--- src/rtl/distribute_leaf_buffer.sv ---
// distribute_leaf_buffer: two independent first-word-fall-through FIFOs, one per distribute-switch branch
module distribute_leaf_buffer #(
  parameter int DATA_WIDTH = 32,
  parameter int FIFO_DEPTH = 4
) (
  input  logic                                clk,
  input  logic                                rst_n,
  input  logic [1:0]                          i_valid,
  input  logic [2*DATA_WIDTH-1:0]             i_data_bus,
  output logic [1:0]                          o_in_ready,
  output logic [1:0]                          o_valid,
  output logic [2*DATA_WIDTH-1:0]             o_data_bus,
  input  logic [1:0]                          i_ready,
  output logic [2*($clog2(FIFO_DEPTH)+1)-1:0] o_count,
  output logic [1:0]                          o_overflow
);
  localparam int AW = $clog2(FIFO_DEPTH);
  localparam int CW = AW + 1;
  for (genvar b = 0; b < 2; b++) begin : g_br
    logic [DATA_WIDTH-1:0] mem [FIFO_DEPTH];
    logic [AW-1:0] wr, rd;
    logic [CW-1:0] cnt;
    logic ovf, full, empty, push, pop;
    assign full  = cnt == CW'(FIFO_DEPTH);
    assign empty = cnt == '0;
    assign push  = i_valid[b] && !full;
    assign pop   = i_ready[b] && !empty;
    // pointers are AW bits wide, so wrap modulo the power-of-two depth is free
    always_ff @(posedge clk or negedge rst_n)
      if (!rst_n) begin
        wr  <= '0;
        rd  <= '0;
        cnt <= '0;
        ovf <= 1'b0;
      end else begin
        if (push) wr <= wr + AW'(1);
        if (pop) rd <= rd + AW'(1);
        cnt <= cnt + CW'(push) - CW'(pop);
        if (i_valid[b] && full) ovf <= 1'b1;
      end
    always_ff @(posedge clk)
      if (push) mem[wr] <= i_data_bus[b*DATA_WIDTH +: DATA_WIDTH];
    assign o_in_ready[b]                         = !full;
    assign o_valid[b]                            = !empty;
    assign o_data_bus[b*DATA_WIDTH +: DATA_WIDTH] = empty ? '0 : mem[rd];
    assign o_count[b*CW +: CW]                   = cnt;
    assign o_overflow[b]                         = ovf;
  end
endmodule

--- config.mk ---
export PLATFORM = sky130hd
export DESIGN_NAME = distribute_leaf_buffer
export DESIGN_NICKNAME = d
export VERILOG_FILES = /design/src/rtl/distribute_leaf_buffer.sv
export SDC_FILE = /design/constraint.sdc
export NUM_CORES = 1
export LEC_CHECK = 0
export CORE_AREA = 2 2 186 188
export DETAILED_ROUTE_END_ITERATION = 8
export DIE_AREA = 0 0 188 190
export DONT_BUFFER_PORTS = 1
export PLACE_DENSITY = 0.56
export SYNTH_ARGS = -nofsm -noshare
export SYNTH_HDL_FRONTEND = slang
export SYNTH_SLANG_ARGS = --single-unit
--- constraint.sdc ---
create_clock -name clk -period 2.7 [get_ports clk]
set_input_delay 0.405 -clock clk [delete_from_list [all_inputs] [get_ports clk]]
set_output_delay 0.405 -clock clk [all_outputs]
set_load 0.005 [all_outputs]
==> run_results.csv <==
group,metric,value,unit
status,outcome,"complete, no violations",
pwr,pwr-share-comb,28.6,%
pwr,p_int,9.83,mW
detailed_routing,vias,4846,
timing,setup_tns,0,ns
pwr,swShare,28.7,%
placement,hpwl,13100,µm
worst_setup_path,critPathKind,"reg2out",
pwr,switchingPower,3.96,mW
global_route,overflow,0,
worst_setup_path,path_cells,"buf_12, mux4_1, and2_1",
worst_setup_path,r2r-end,"g_br[0].cnt[2]",
clock_network,root_buffer,"clkbuf_16",
flow_run,drv_cap,0,
synthesis,syn_nets,570,
timing,maxSlewViolCount,0,
synthesis,ys_ff_latch,272,
worst_setup_path,critPathLaunchType,"flip-flop",
worst_setup_path,required,2.30,ns
placement,dp_cells,937,
synthesis,yosysWarnings,0,
floorplan,rows,68,
synthesis,synth.distinct_cells,21,
floorplan,dieArea,35700,µm²
finish,fin_nets,664,
detailed_routing,drc,0,
clock_network,clock_sink_count,272,
clock_network,clock_path_buffers,3,
clock_network,clkLatencyLatePin,0.54,ns
floorplan,die_x,188,µm
clock_network,h-tree-depth,1,
worst_setup_path,worst_setup_path_end_kind,"output pin",
pwr,pwr-share-clk,28.1,%
timing,finalCritPeriodShare,94.7,%
hold_path,hold_path.class,"in2reg",
timing,worst_slew_margin_rel,43.8,%
clock_network,post_cts_buffers,0,
global_route,grt_pass1_wl,32100,µm
worst_setup_path,critPathSlowestCell,"dfrtp_2",
finish,layout_common_cells,"edfxtp_1 (256), and2_1 (70), dlygate4sd3_1 (67)",
pwr,p_leak,4.24,nW
finish,stdcell_count,1057,
detailed_routing,viasPerCell,4.58,
pwr,peakVddDrop,630,µV
hold_path,min_from,"i_ready[0]",
worst_setup_path,crit_path_max_incr_delay,0.60,ns
global_route,grt_max_degree,35,
worst_setup_path,worstPathMaxFanout,14,
worst_setup_path,rr_startpoint,"g_br[0].cnt[2]",
detailed_routing,wl_per_cell,19.8,µm
timing,tightest_slew,0.841,ns
synthesis,ys_seq_area_share,75.8,%
timing,fmax,391,MHz
synthesis,synth_area,10700,µm²
floorplan,die_y,190,µm
timing,whs,0.0376,ns
clock_network,cts_made_buffers,29,
hold_path,whs_path_depth,2,
clock_network,cts_tree,"built",
synthesis,avgSynthCellArea,21.9,µm²
pwr,seqPwrFrac,43.3,%
worst_setup_path,rr_worst_depth,10,
timing,period_needed,2.56,ns
finish,layout_commonest_cell,"edfxtp_1",
finish,final_cell_area,12900,µm²
worst_setup_path,r2r_slack,0.28,ns
floorplan,start_util,31.4,%
detailed_routing,drtIter0Drc,227,
timing,setup_viol,0,
timing,rsz0062_at_grt,"false",
floorplan,io_pins,146,
clock_network,clk_transition_reported_paths,0.06,ns
placement,io_buffers,0,
finish,utilization,37.9,%
detailed_routing,ant_nets,0,
timing,clock_skew,0.0134,ns
detailed_routing,drt-pass1-iter-count,6,
global_route,grt_use_total,11.7,%
detailed_routing,drt-total-wl,20900,µm
global_route,antenna_found_initial,1,
global_route,grt_pass1_vias,5340,
floorplan,core_area,33900,µm²
finish,syn_to_final_growth,20.7,%
worst_setup_path,cp.arrival,2.15,ns
placement,dpl-instance-area,11300,µm²
hold_path,hold_end,"g_br[0].rd[1]",
finish,drive_gt1_share,21.3,%
pwr,powerDensity,1070,nW/µm²
placement,gp_congestion,0.700,
timing,finalHoldViolations,0,
synthesis,syn_inst,486,
==> worst max path at each step <==
stage / startpoint / to / cells past startpoint
after detailed placement: g_br[0].cnt[2] / g_br[0].cnt[2] / 10
after global routing: g_br[0].rd[0] / o_data_bus[0] / 3
after floorplan: g_br[1].cnt[1] / g_br[1].cnt[2] / 10
final: g_br[0].rd[0] / o_data_bus[0] / 3
after CTS: g_br[1].rd[0] / o_data_bus[32] / 3
after global placement: g_br[0].cnt[2] / g_br[0].cnt[2] / 10
==> cell type report <==
type | instances | area (µm²)
Antenna cell | 1 | 2.50
Multi-Input combinational cell | 174 | 2300
Sequential cell | 272 | 8090
Fill cell | 3068 | 21100
Clock buffer | 32 | 737
Timing Repair Buffer | 89 | 915
Clock inverter | 20 | 199
Inverter | 14 | 52.6
Tap cell | 455 | 569
==> state kept, by name, indices dropped and copies added, names as in the netlist <==
register	cells
g_br.ovf	2
g_br.rd	4
g_br.cnt	6
g_br.mem	256
g_br.wr	4
==> critical path: cells and delay by family (launching register included) <==
kind	cells	cell delay, ns
flip-flops	1	0.60
multiplexers	1	0.58
buffers and inverters	1	0.23
AND/OR/NAND/NOR	1	0.19
==> cells in the mapped netlist <==
| cell | number | area share (%) |
|---|---|---|
| edfxtp_1 | 256 | 72 |
| and2_1 | 74 | 4.3 |
| mux4_2 | 56 | 12 |
| dfrtp_1 | 16 | 3.8 |
| inv_1 | 14 | 0.49 |
| ha_1 | 12 | 1.4 |
| clkbuf_1 | 10 | 0.35 |
| mux4_1 | 8 | 2.0 |
| xnor2_1 | 8 | 0.66 |
| buf_12 | 6 | 1.1 |
| buf_2 | 6 | 0.28 |
| a21o_1 | 2 | 0.14 |
| buf_4 | 2 | 0.14 |
| buf_6 | 2 | 0.21 |
| fa_1 | 2 | 0.38 |
| mux2_2 | 2 | 0.21 |
| nand3_1 | 2 | 0.094 |
| nor2b_1 | 2 | 0.12 |
| nor3b_1 | 2 | 0.14 |
| or3_1 | 2 | 0.12 |
| xor2_1 | 2 | 0.16 |
==> routing by layer <==
metal	track usage [%]	wire length (µm)	up-vias
li1	-	-	2119
met4	2.76	332	0
met3	3.86	1710	32
met5	0	0	-
met1	14.4	8620	2534
met2	20.1	10200	161
==> metrics by stage <==
step                power [mW]  setup slack, ns
floorplan                 8.96            0.350
global placement          9.85            0.383
detailed placement        9.99            0.267
CTS                       14.0          0.00945
global route              14.6           0.0203
finish                    13.8            0.144
==> power by group through the flow <==
stage	registers, mW	clock network (mW)	logic (mW)
final	5.97	3.88	3.94
after global routing	6.06	4.16	4.33
after CTS	5.98	4.00	4.06
after detailed placement	6.07	0	3.92
after global placement	6.00	0	3.85
after floorplan	5.88	0	3.08
==> timing repair <==
item	in CTS	in global routing
hold buffers	67	0
endpoints found under the setup margin	0	2
resized for setup	0	2
hold endpoints to repair	274	0
==> cell families (layout without fill, tap and decap cells) <==
group,count (synthesis),count (layout),share of synthesized area [%]
AO/OA/AOI/OAI,2,2,0.141
XOR/XNOR,10,10,0.821
adder cells (fa/ha/maj),14,14,1.78
buffers and inverters,40,155,2.60
flip-flops,272,272,75.8
multiplexers,66,66,14.0
other,0,1,0
AND/OR/NAND/NOR,82,82,4.81
No activity file was read; power rests on OpenSTA's default activity.
